<file path="config.mk">
export PLATFORM = sky130hd
export DESIGN_NAME = pio_mailbox_responder
export DESIGN_NICKNAME = d
export VERILOG_FILES = /design/src/rtl/pio_mbox_pkg.sv /design/src/rtl/mbox_byte_fifo.sv /design/src/rtl/pio_mailbox_responder.sv
export SDC_FILE = /design/constraint.sdc
export NUM_CORES = 1
export LEC_CHECK = 0
export BUFFER_PORTS_ARGS = -buffer_cell sky130_fd_sc_hd__clkbuf_2
export CORE_ASPECT_RATIO = 1.5
export CORE_MARGIN = 2
export CORE_UTILIZATION = 58
export DETAILED_ROUTE_END_ITERATION = 16
export HOLD_SLACK_MARGIN = 0.08
export PLACE_DENSITY = 0.79
export SETUP_SLACK_MARGIN = 0.05
export SLEW_MARGIN = 20
export SYNTH_ARGS = -nofsm -noshare
export SYNTH_HDL_FRONTEND = slang
export SYNTH_SLANG_ARGS = --single-unit
export TNS_END_PERCENT = 30
</file>
<file path="constraint.sdc">
create_clock -name clk_clk -period 5.94 [get_ports clk_clk]
set_clock_uncertainty 0.1 [all_clocks]
set_input_delay 1.188 -clock clk_clk [delete_from_list [all_inputs] [get_ports clk_clk]]
set_output_delay 1.188 -clock clk_clk [all_outputs]
set_load 0.02 [all_outputs]
</file>
<file path="src/rtl/pio_mbox_pkg.sv">
// ============================================================================
// Module : pio_mbox_pkg
// Desc   : Shared command/state encodings and register bit positions for the
//          PIO mailbox responder.
// Rev    : 1.0
// ============================================================================
`default_nettype none

package pio_mbox_pkg;

    typedef enum logic [1:0] {
        CMD_STATUS = 2'b00,
        CMD_PUSH   = 2'b01,
        CMD_POP    = 2'b10,
        CMD_FLUSH  = 2'b11
    } cmd_e;

    typedef enum logic [1:0] {
        ST_IDLE    = 2'b00,
        ST_CAPTURE = 2'b01,
        ST_EXEC    = 2'b10,
        ST_DONE    = 2'b11
    } state_e;

    // cmd_ctrl layout
    localparam int c_ctrl_req_bit  = 0;
    localparam int c_ctrl_cmd_lsb  = 1;
    localparam int c_ctrl_cmd_msb  = 2;
    localparam int c_ctrl_cnt_lsb  = 3;
    localparam int c_ctrl_cnt_msb  = 6;
    localparam int c_ctrl_rsvd_bit = 7;

    // rsp_stat layout
    localparam int c_stat_ack_bit  = 0;
    localparam int c_stat_busy_bit = 1;
    localparam int c_stat_err_bit  = 2;
    localparam int c_stat_lvl_lsb  = 3;
    localparam int c_stat_lvl_msb  = 7;

    localparam logic [3:0] c_max_count = 4'd8;

endpackage : pio_mbox_pkg

`default_nettype wire

</file>
<file path="src/rtl/mbox_byte_fifo.sv">
// ============================================================================
// Module : mbox_byte_fifo
// Desc   : Single-clock byte FIFO with push, pop, flush, full/empty and level.
// Rev    : 1.0
// ============================================================================
`default_nettype none

module mbox_byte_fifo #(
    parameter int DEPTH = 16
) (
    input  logic       clk,
    input  logic       rst,
    input  logic       i_push,
    input  logic [7:0] i_wdata,
    input  logic       i_pop,
    input  logic       i_flush,
    output logic [7:0] o_rdata,
    output logic       o_full,
    output logic       o_empty,
    output logic [4:0] o_level
);

    localparam int c_aw = (DEPTH > 1) ? $clog2(DEPTH) : 1;

    logic [7:0]      r_mem [DEPTH];
    logic [c_aw-1:0] r_wr_ptr;
    logic [c_aw-1:0] r_rd_ptr;
    logic [4:0]      r_level;
    logic            w_push_ok;
    logic            w_pop_ok;

    assign o_full    = (r_level == 5'(DEPTH));
    assign o_empty   = (r_level == 5'd0);
    assign o_level   = r_level;
    assign o_rdata   = r_mem[r_rd_ptr];
    assign w_push_ok = i_push & ~o_full  & ~i_flush;
    assign w_pop_ok  = i_pop  & ~o_empty & ~i_flush;

    // Pointers wrap naturally because DEPTH is a power of two.
    always_ff @(posedge clk or posedge rst) begin
        if (rst) begin
            r_wr_ptr <= '0;
            r_rd_ptr <= '0;
            r_level  <= 5'd0;
        end else if (i_flush) begin
            r_wr_ptr <= '0;
            r_rd_ptr <= '0;
            r_level  <= 5'd0;
        end else begin
            if (w_push_ok) r_wr_ptr <= r_wr_ptr + 1'b1;
            if (w_pop_ok)  r_rd_ptr <= r_rd_ptr + 1'b1;
            r_level <= r_level + 5'(w_push_ok) - 5'(w_pop_ok);
        end
    end

    always_ff @(posedge clk) begin
        if (w_push_ok) r_mem[r_wr_ptr] <= i_wdata;
    end

endmodule : mbox_byte_fifo

`default_nettype wire

</file>
<file path="src/rtl/pio_mailbox_responder.sv">
// ============================================================================
// Module : pio_mailbox_responder
// Desc   : Toggle-handshake PIO mailbox servicing STATUS/PUSH/POP/FLUSH against
//          a byte FIFO. Define PIO_MBOX_STICKY_ERR_EN for a sticky error flag.
// Rev    : 1.0
// ============================================================================
`default_nettype none

module pio_mailbox_responder #(
    parameter int DEPTH = 16
) (
    input  logic       clk_clk,
    input  logic       reset_reset,
    input  logic [7:0] cmd_ctrl,
    input  logic [7:0] cmd_data0,
    input  logic [7:0] cmd_data1,
    input  logic [7:0] cmd_data2,
    input  logic [7:0] cmd_data3,
    input  logic [7:0] cmd_data4,
    input  logic [7:0] cmd_data5,
    input  logic [7:0] cmd_data6,
    input  logic [7:0] cmd_data7,
    output logic [7:0] rsp_stat,
    output logic [7:0] rsp_data0,
    output logic [7:0] rsp_data1,
    output logic [7:0] rsp_data2,
    output logic [7:0] rsp_data3,
    output logic [7:0] rsp_data4,
    output logic [7:0] rsp_data5,
    output logic [7:0] rsp_data6,
    output logic [7:0] rsp_data7
);

    import pio_mbox_pkg::*;

    state_e     r_state;
    state_e     w_state_nxt;
    cmd_e       r_cmd;
    logic       r_last_req;
    logic       r_ack;
    logic       r_busy;
    logic       r_err;
    logic [3:0] r_count;
    logic [3:0] r_idx;
    logic [7:0] r_cmd_data [8];
    logic [7:0] r_rsp_data [8];
    logic [7:0] w_cmd_data [8];

    logic       w_req;
    logic [3:0] w_cnt_raw;
    logic [3:0] w_cnt_clamped;
    logic       w_detect;
    logic       w_push;
    logic       w_pop;
    logic       w_flush;
    logic       w_set_err;
    logic       w_push_fin;
    logic [7:0] w_fifo_rdata;
    logic       w_fifo_full;
    logic       w_fifo_empty;
    logic [4:0] w_fifo_level;
    logic       w_unused;

    assign w_cmd_data[0] = cmd_data0;
    assign w_cmd_data[1] = cmd_data1;
    assign w_cmd_data[2] = cmd_data2;
    assign w_cmd_data[3] = cmd_data3;
    assign w_cmd_data[4] = cmd_data4;
    assign w_cmd_data[5] = cmd_data5;
    assign w_cmd_data[6] = cmd_data6;
    assign w_cmd_data[7] = cmd_data7;

    assign w_req         = cmd_ctrl[c_ctrl_req_bit];
    assign w_cnt_raw     = cmd_ctrl[c_ctrl_cnt_msb:c_ctrl_cnt_lsb];
    assign w_cnt_clamped = (w_cnt_raw > c_max_count) ? c_max_count : w_cnt_raw;
    assign w_detect      = (r_state == ST_IDLE) && (w_req != r_last_req);
    assign w_unused      = cmd_ctrl[c_ctrl_rsvd_bit];

    mbox_byte_fifo #(.DEPTH(DEPTH)) u_fifo (
        .clk     (clk_clk),
        .rst     (reset_reset),
        .i_push  (w_push),
        .i_wdata (r_cmd_data[r_idx[2:0]]),
        .i_pop   (w_pop),
        .i_flush (w_flush),
        .o_rdata (w_fifo_rdata),
        .o_full  (w_fifo_full),
        .o_empty (w_fifo_empty),
        .o_level (w_fifo_level)
    );

    always_ff @(posedge clk_clk or posedge reset_reset) begin
        if (reset_reset) r_state <= ST_IDLE;
        else             r_state <= w_state_nxt;
    end

    // Each EXEC cycle either moves one byte or terminates the command.
    always_comb begin
        w_state_nxt = r_state;
        w_push      = 1'b0;
        w_pop       = 1'b0;
        w_flush     = 1'b0;
        w_set_err   = 1'b0;
        w_push_fin  = 1'b0;
        case (r_state)
            ST_IDLE:    if (w_detect) w_state_nxt = ST_CAPTURE;
            ST_CAPTURE: w_state_nxt = ST_EXEC;
            ST_EXEC: begin
                case (r_cmd)
                    CMD_PUSH: begin
                        if (r_idx == r_count) begin
                            w_push_fin  = 1'b1;
                            w_state_nxt = ST_DONE;
                        end else if (w_fifo_full) begin
                            w_push_fin  = 1'b1;
                            w_set_err   = 1'b1;
                            w_state_nxt = ST_DONE;
                        end else begin
                            w_push = 1'b1;
                        end
                    end
                    CMD_POP: begin
                        if (r_idx == r_count) begin
                            w_state_nxt = ST_DONE;
                        end else if (w_fifo_empty) begin
                            w_set_err   = 1'b1;
                            w_state_nxt = ST_DONE;
                        end else begin
                            w_pop = 1'b1;
                        end
                    end
                    CMD_FLUSH: begin
                        w_flush     = 1'b1;
                        w_state_nxt = ST_DONE;
                    end
                    default: w_state_nxt = ST_DONE;
                endcase
            end
            ST_DONE:    w_state_nxt = ST_IDLE;
            default:    w_state_nxt = ST_IDLE;
        endcase
    end

    always_ff @(posedge clk_clk or posedge reset_reset) begin
        if (reset_reset) begin
            r_cmd      <= CMD_STATUS;
            r_last_req <= 1'b0;
            r_ack      <= 1'b0;
            r_busy     <= 1'b0;
            r_err      <= 1'b0;
            r_count    <= 4'd0;
            r_idx      <= 4'd0;
            for (int k = 0; k < 8; k++) begin
                r_cmd_data[k] <= 8'd0;
                r_rsp_data[k] <= 8'd0;
            end
        end else begin
            case (r_state)
                ST_IDLE: begin
                    if (w_detect) begin
                        r_cmd      <= cmd_e'(cmd_ctrl[c_ctrl_cmd_msb:c_ctrl_cmd_lsb]);
                        r_count    <= w_cnt_clamped;
                        r_last_req <= w_req;
                        r_busy     <= 1'b1;
                        for (int k = 0; k < 8; k++) r_cmd_data[k] <= w_cmd_data[k];
                    end
                end
                ST_CAPTURE: begin
                    r_idx <= 4'd0;
`ifndef PIO_MBOX_STICKY_ERR_EN
                    r_err <= 1'b0;
`endif
                    if (r_cmd == CMD_POP) begin
                        for (int k = 0; k < 8; k++) r_rsp_data[k] <= 8'd0;
                    end
                end
                ST_EXEC: begin
                    if (w_push) r_idx <= r_idx + 4'd1;
                    if (w_pop) begin
                        r_rsp_data[r_idx[2:0]] <= w_fifo_rdata;
                        r_idx                  <= r_idx + 4'd1;
                    end
                    if (w_push_fin) r_rsp_data[0] <= {4'd0, r_idx};
`ifdef PIO_MBOX_STICKY_ERR_EN
                    if (w_flush) r_err <= 1'b0;
`endif
                    if (w_set_err) r_err <= 1'b1;
                end
                ST_DONE: begin
                    r_ack  <= ~r_ack;
                    r_busy <= 1'b0;
                end
                default: ;
            endcase
        end
    end

    always_comb begin
        rsp_stat                                = 8'd0;
        rsp_stat[c_stat_ack_bit]                = r_ack;
        rsp_stat[c_stat_busy_bit]               = r_busy;
        rsp_stat[c_stat_err_bit]                = r_err;
        rsp_stat[c_stat_lvl_msb:c_stat_lvl_lsb] = w_fifo_level;
    end

    assign rsp_data0 = r_rsp_data[0];
    assign rsp_data1 = r_rsp_data[1];
    assign rsp_data2 = r_rsp_data[2];
    assign rsp_data3 = r_rsp_data[3];
    assign rsp_data4 = r_rsp_data[4];
    assign rsp_data5 = r_rsp_data[5];
    assign rsp_data6 = r_rsp_data[6];
    assign rsp_data7 = r_rsp_data[7];

endmodule : pio_mailbox_responder

`default_nettype wire

</file>
## After elaboration in Yosys (flattened, before gate mapping)

Memory sizes are Yosys's and may differ from the RTL's.
Cells that the tools add are included.

- Memory bits (writable): 128
- Register bits: 157
- Memories kept: 1
- Memory bits (read-only): 0
- Output and inout port bits: 72
- Latch bits: 0

- Shifts and indexed selects: 0
- Add/subtract/negate cells: 5
- Mux-type cells: 51
- Order comparisons: 3
- Divide/modulo/power cells: 0
- Eq/ne operators: 17
- Reduce and logical (&&, ||, !) cells: 15
- Bitwise logic cells: 9
- $mul: 0

Memory list:

| name | words | width | rd ports | clocked after Yosys merged registers in | write ports | line | RTL |
|---|---|---|---|---|---|---|---|
| u_fifo.r_mem | 16 | 8 | 1 | 0 | 1 | mbox_byte_fifo.sv:25 | `logic [7:0] r_mem [DEPTH];` |

Operators by type and width:

| cell | number |
|---|---|
| 2-to-1 mux 64 bit | 2 |
| one-hot mux 64 bit (2 select lines) | 1 |
| bitwise mux 64 bit | 1 |
| 2-to-1 mux 8 bit | 4 |
| 2-to-1 mux 4 bit | 7 |
| binary-select mux 8 bit (select 3 bit) | 1 |
| demux 8 bit (select 3 bit) | 1 |
| 2-to-1 mux 1 bit | 22 |
| adder 4 x 1 -> 4 bit, second input constant | 3 |
| 2-to-1 mux 2 bit | 5 |
| AND reduction 3 bit | 3 |
| == test 2 bit, second input constant | 4 |
| != test 4 x 3 -> 1 bit, second input constant | 2 |
| one-hot mux 2 bit (4 select lines) | 1 |
| one-hot mux 4 bit (2 select lines) | 1 |
| AND reduction 2 bit | 4 |
| nonzero test 2 bit | 4 |
| != test 2 bit, second input constant | 3 |
| one-hot mux 1 bit (2 select lines) | 3 |
| adder 5 x 1 -> 5 bit | 1 |
| == test 5 bit, second input constant | 1 |
| zero test 5 bit | 1 |
| 2-to-1 mux 5 bit | 1 |
| subtractor 5 x 1 -> 5 bit | 1 |
| 15 further kinds | 23 |

## Logic depth before layout (Yosys ltp)

- Depth after elaboration: 10
- Depth in mapped cells: 16
- Mapped depth without buffers: 16

## Cells and area by module

A second synthesis with hierarchy kept.

- Cells, all modules: 916
- Area total of the unflattened synthesis: 12,525.8 µm²

By module, submodules not included:

| module | cells an instance | area each (µm²) | instances |
|---|---|---|---|
| pio_mailbox_responder | 582 | 6,730.2 | 1 |
| mbox_byte_fifo | 334 | 5,795.6 | 1 |

## Worst setup path before layout

Ideal clock, no wire load.

- Path kind: reg2reg
- From: reg u_fifo.r_level[3], in the netlist u_fifo.o_level[3]
- To: reg u_fifo.r_level[4], in the netlist u_fifo.o_level[4]
- Cell stages (with the launch flop): 17
- Path buffers: 0
- Library setup time: 0.077 ns
- Data arrival time: 3.057 ns
- Clock period less this slack: 3.234 ns
- Setup slack: 2.706 ns
- Path through: dfrtp_1 -> inv_1 -> ha_1 -> or3b_2 -> o21ai_2 -> nand2b_1 -> nor2_1 -> ha_1 -> inv_1 -> ha_1 -> inv_1 -> fa_1 -> inv_1 -> a21oi_1 -> nor2_1 -> or3_1 -> a21oi_1

- Longest elaborated chain between the ends: 10

Ends and longest elaborated chain:

| item | line | RTL |
|---|---|---|
| start: declaration | mbox_byte_fifo.sv:28 | `logic [4:0] r_level;` |
| start signal: assignment | mbox_byte_fifo.sv:52 | `r_level <= r_level + 5'(w_push_ok) - 5'(w_pop_ok);` |
| == test 5 bit | mbox_byte_fifo.sv:32 | `assign o_full = (r_level == 5'(DEPTH));` |
| 2-to-1 mux 1 bit | pio_mailbox_responder.sv:114 | `end else if (w_fifo_full) begin` |
| 2-to-1 mux 1 bit | pio_mailbox_responder.sv:111 | `if (r_idx == r_count) begin` |
| 2-to-1 mux 1 bit | pio_mailbox_responder.sv:109 | `case (r_cmd)` |
| 2-to-1 mux 1 bit | pio_mailbox_responder.sv:105 | `case (r_state)` |
| AND 1 bit (2 in series) | mbox_byte_fifo.sv:36 | `assign w_push_ok = i_push & ~o_full & ~i_flush;` |
| adder 5 x 1 -> 5 bit | mbox_byte_fifo.sv:52 |  |
| subtractor 5 x 1 -> 5 bit * | mbox_byte_fifo.sv:52 |  |
| 2-to-1 mux 5 bit * | mbox_byte_fifo.sv:45 | `end else if (i_flush) begin` |

Every way passes the cells marked *; elsewhere a longest branch is shown, timed or not.
A chain may end at the register's enable or synchronous reset.

## Worst setup path after layout

- From: reg u_fifo.r_level[2], in the netlist u_fifo.o_level[2]
- To: reg u_fifo.r_level[4], in the netlist u_fifo.o_level[4]

The elaborated chain is that of the path after synthesis.

==> metrics.md <==
| Metric | Value |
|---|---|
| Result of the run | completed |
| Combinational power share | 35.3% |
| Main synth FF type | sky130_fd_sc_hd__dfrtp_1 |
| Post-synthesis register bit count | 285 |
| Worst Hold Depth | 1 |
| DRC violation total after the first TritonRoute iteration | roughly 540 |
| Overflow left after global routing | 0 |
| Fin cells | 1225 |
| Vias | 7419 |
| Detailed-route wire length | roughly 27 mm |
| Power per cell area | 497 nW/µm² |
| Total instance count after detailed placement | between 1000 and 1500 |
| Leak | slightly below 6 nW |
| Share of total power consumed by net switching | 34.5% |
| Fraction of final layout cells with drive strength greater than 1 | approximately a third |
| Top-Level Pins | 146 |
| Number of antenna violations at the first check in global routing | 1 |
| Wire length of the first global-routing pass | approximately 42 mm |
| Clock sinks | ~290 |
| Setup Viol. Count Final | 0 |
| Share of power burned in the clock network | a little under a quarter |
| Number of warnings issued by yosys | 0 |
| Number of cells produced by synthesis | 799 |
| Mean instance size in the synthesized netlist | ~15 µm² |
| Max IR drop VDD | ~0.00033 V |
| Count of input and output buffers | roughly 140 |
| Horizontal die dimension | 123 µm |
| TritonCTS clock tree | built |
| Worst slack on hold paths | 0.376 ns |
| Number of cell instances on the worst register-to-register path | 16 |
| Worst slew margin | 35.4% |
| Number of rows created at floorplan | 65 |
| Cts repair resizes | 0 |
| Transition at the pin with the smallest max-transition slack | 0.969 ns |
| Core footprint | 21000 µm² |
| Area growth syn-to-layout | 14.5% |
| Number of buffers added to fix hold violations after cts | 0 |
| Starting Density | about three fifths |
| Final core area utilization | 67.3% |
| Post-route minimum period | between 3 and 4 ns |
| Highest achievable clock rate | 264 MHz |
| Pin count of the biggest net entering global routing | 112 |
| Post-Route Setup TNS | 0 ns |
| Full die area | 22500 µm² |
| Fill cell total of the finished layout | roughly 1500 |
| Routed length per placed instance | 21.8 µm |
| RSZ-0062 raised after global routing | false |
| Antenna fix cells | 0 |
| Startpoint types | flop |
| Pint | 4.60 mW |
| Remaining routing DRC violations | 0 |
| FFs w/ async S/R, synth | 55.1% |
| Post-Synthesis Cell Area | 12300 µm² |
| Count of flip-flops with a built-in enable after synthesis | 128 |
| Most frequent cells in the layout | sky130_fd_sc_hd__dfrtp_1, sky130_fd_sc_hd__clkbuf_2, sky130_fd_sc_hd__edfxtp_1 |
| Setup Crit Path Kind | reg2reg |
| Vias in the first global route | 7762 |
| Crit path max fanout | 15 |
| Number of buffers created by CTS | 26 |
| Element type at the critical path end | flop |
| Nets@finish | 1032 |
| Commonest non-fill, non-tap cell in the layout | sky130_fd_sc_hd__dfrtp_1 |
| CP Data Required Time | 6.29 ns |
| Fraction of the yosys area taken by sequential cells | 63.0% |
| Clock slew at the register clock pins of the worst setup and hold paths | 0.06 ns |
| Final slew viol count | 0 |
| Net switching power | 2.42 mW |
| Gpl congestion | 0.826 |
| Root buf cell | sky130_fd_sc_hd__clkbuf_16 |
| Clk Latency, worst-skew pair | 0.53 ns |
| Global-route usage over all layers | about a quarter |
| Path type of the worst min-delay path | reg2reg |
| Number of optimization iterations in the first detailed-route pass | 5 |
| MaxCap Viol Count | 0 |
| CTS Buffer Depth | 3 |
| Routed vias/inst | 6.06 |
| Synth Net Count | 893 |
| WP data arrival | 4.13 ns |
| Number of unique standard cell types used by synthesis | 69 |
| Sequential Power Share | 41.0% |
| Height of the chip | 183 µm |
| Detailed placer's ending HPWL | 17.9 mm |
| Hold Vio Cnt, Final | 0 |
| Post-route clock period utilization | 63.7% |
| Post-CTS Setup Bufs | 0 |
| H-Tree Depth | 1 |
| Detail Route Antenna Nets | 0 |
cell usage after synthesis (all sizes together), types with 19 or more instances:
cell / number / share of area (%)
clkbuf: 25 / 0.76
o21ai: 20 / 1.1
mux4: 43 / 8.0
nand2: 49 / 1.5
inv: 20 / 0.61
ha: 19 / 1.9
and2: 19 / 0.96
mux2: 75 / 6.9
dfrtp: 157 / 32
o2bb2ai: 28 / 2.0
a22o: 36 / 2.6
buf: 21 / 1.1
edfxtp: 128 / 31
power groups by stage:
stage | clock, mW | combinational, mW | sequential (mW)
finish | 1.67 | 2.48 | 2.88
CTS | 1.70 | 2.48 | 2.88
global route | 1.78 | 2.71 | 2.92
global placement | 0 | 2.39 | 2.89
detailed placement | 0 | 2.46 | 2.91
floorplan | 0 | 1.86 | 2.88
critical path, cell delays in order (launching register included):
cell and delay [ns]:
sky130_fd_sc_hd__dfrtp_1 0.41, sky130_fd_sc_hd__inv_1 0.09, sky130_fd_sc_hd__ha_1 0.16, sky130_fd_sc_hd__or3b_2 0.48, sky130_fd_sc_hd__o21ai_2 0.56, sky130_fd_sc_hd__nand2b_1 0.28
sky130_fd_sc_hd__nor2_1 0.12, sky130_fd_sc_hd__ha_1 0.28, sky130_fd_sc_hd__inv_1 0.04, sky130_fd_sc_hd__ha_1 0.20, sky130_fd_sc_hd__inv_1 0.07, sky130_fd_sc_hd__fa_1 0.15
sky130_fd_sc_hd__inv_1 0.05, sky130_fd_sc_hd__a21oi_1 0.17, sky130_fd_sc_hd__nor2_1 0.07, sky130_fd_sc_hd__or3_1 0.34, sky130_fd_sc_hd__a21oi_1 0.14
layout make-up:
cell class	count	area (µm²)	area share [%]
inverter	20	80.1	0.567
multi-input combinational	448	4260	30.1
sequential	285	7770	55.0
tap	268	335	2.37
clock inverter	9	100	0.709
clock buffer	38	757	5.36
timing repair buffer	157	818	5.79
routing by layer:
layer / wire (µm) / GRT usage, % / share of wire, % / vias up
li1: - / - / - / 3324
met2: 14000 / 42.5 / 52 / 289
met3: 1670 / 4.66 / 6.3 / 61
met5: 16 / 0 / 0.060 / -
met1: 10100 / 30.6 / 38 / 3743
met4: 959 / 9.45 / 3.6 / 2
cells by family (layout without fill, tap and decap cells):
family / after synthesis / in the layout / synth area share (%)
and+or+nand+nor: 158 / 158 / 6.96
buffers and inverters: 66 / 224 / 2.49
muxes: 124 / 124 / 15.4
adders and majority gates: 20 / 20 / 2.09
AOI/OAI and AO/OA: 136 / 136 / 9.22
xor gates and xnor gates: 10 / 10 / 0.832
DFF: 285 / 285 / 63.0
sequential cells by signal, summed over array words and instances, names as in the netlist, 5 cells and up:
signal,count
r_cmd_data,64
u_fifo.o_level,5
rsp_data2,8
rsp_data0,8
rsp_data7,8
rsp_data4,8
rsp_data1,8
u_fifo.r_mem,128
rsp_data3,8
rsp_data5,8
rsp_data6,8
worst paths after layout:
check	slack [ns]	to	start
max in group asynchronous	3.78	r_cmd_data[5]	reset_reset
hold / removal	0.38	r_ack	r_ack
setup / recovery	2.16	u_fifo.o_level[4]	u_fifo.o_level[2]
min in group asynchronous	0.78	r_cmd_data[47]	reset_reset
hold reg to reg	0.38	r_ack	r_ack
setup reg to reg	2.16	u_fifo.o_level[4]	u_fifo.o_level[2]
stage by stage:
stage | setup WS [ns] | area, µm² | total power, mW
after detailed placement | 2.19 | 13300 | 5.37
after global routing | 1.90 | 14100 | 7.40
final | 2.16 | 14100 | 7.02
after global placement | 2.27 | 13300 | 5.28
after CTS | 2.18 | 14100 | 7.06
after floorplan | 0.417 | 12300 | 4.74
(Power assumes the default switching activity.)
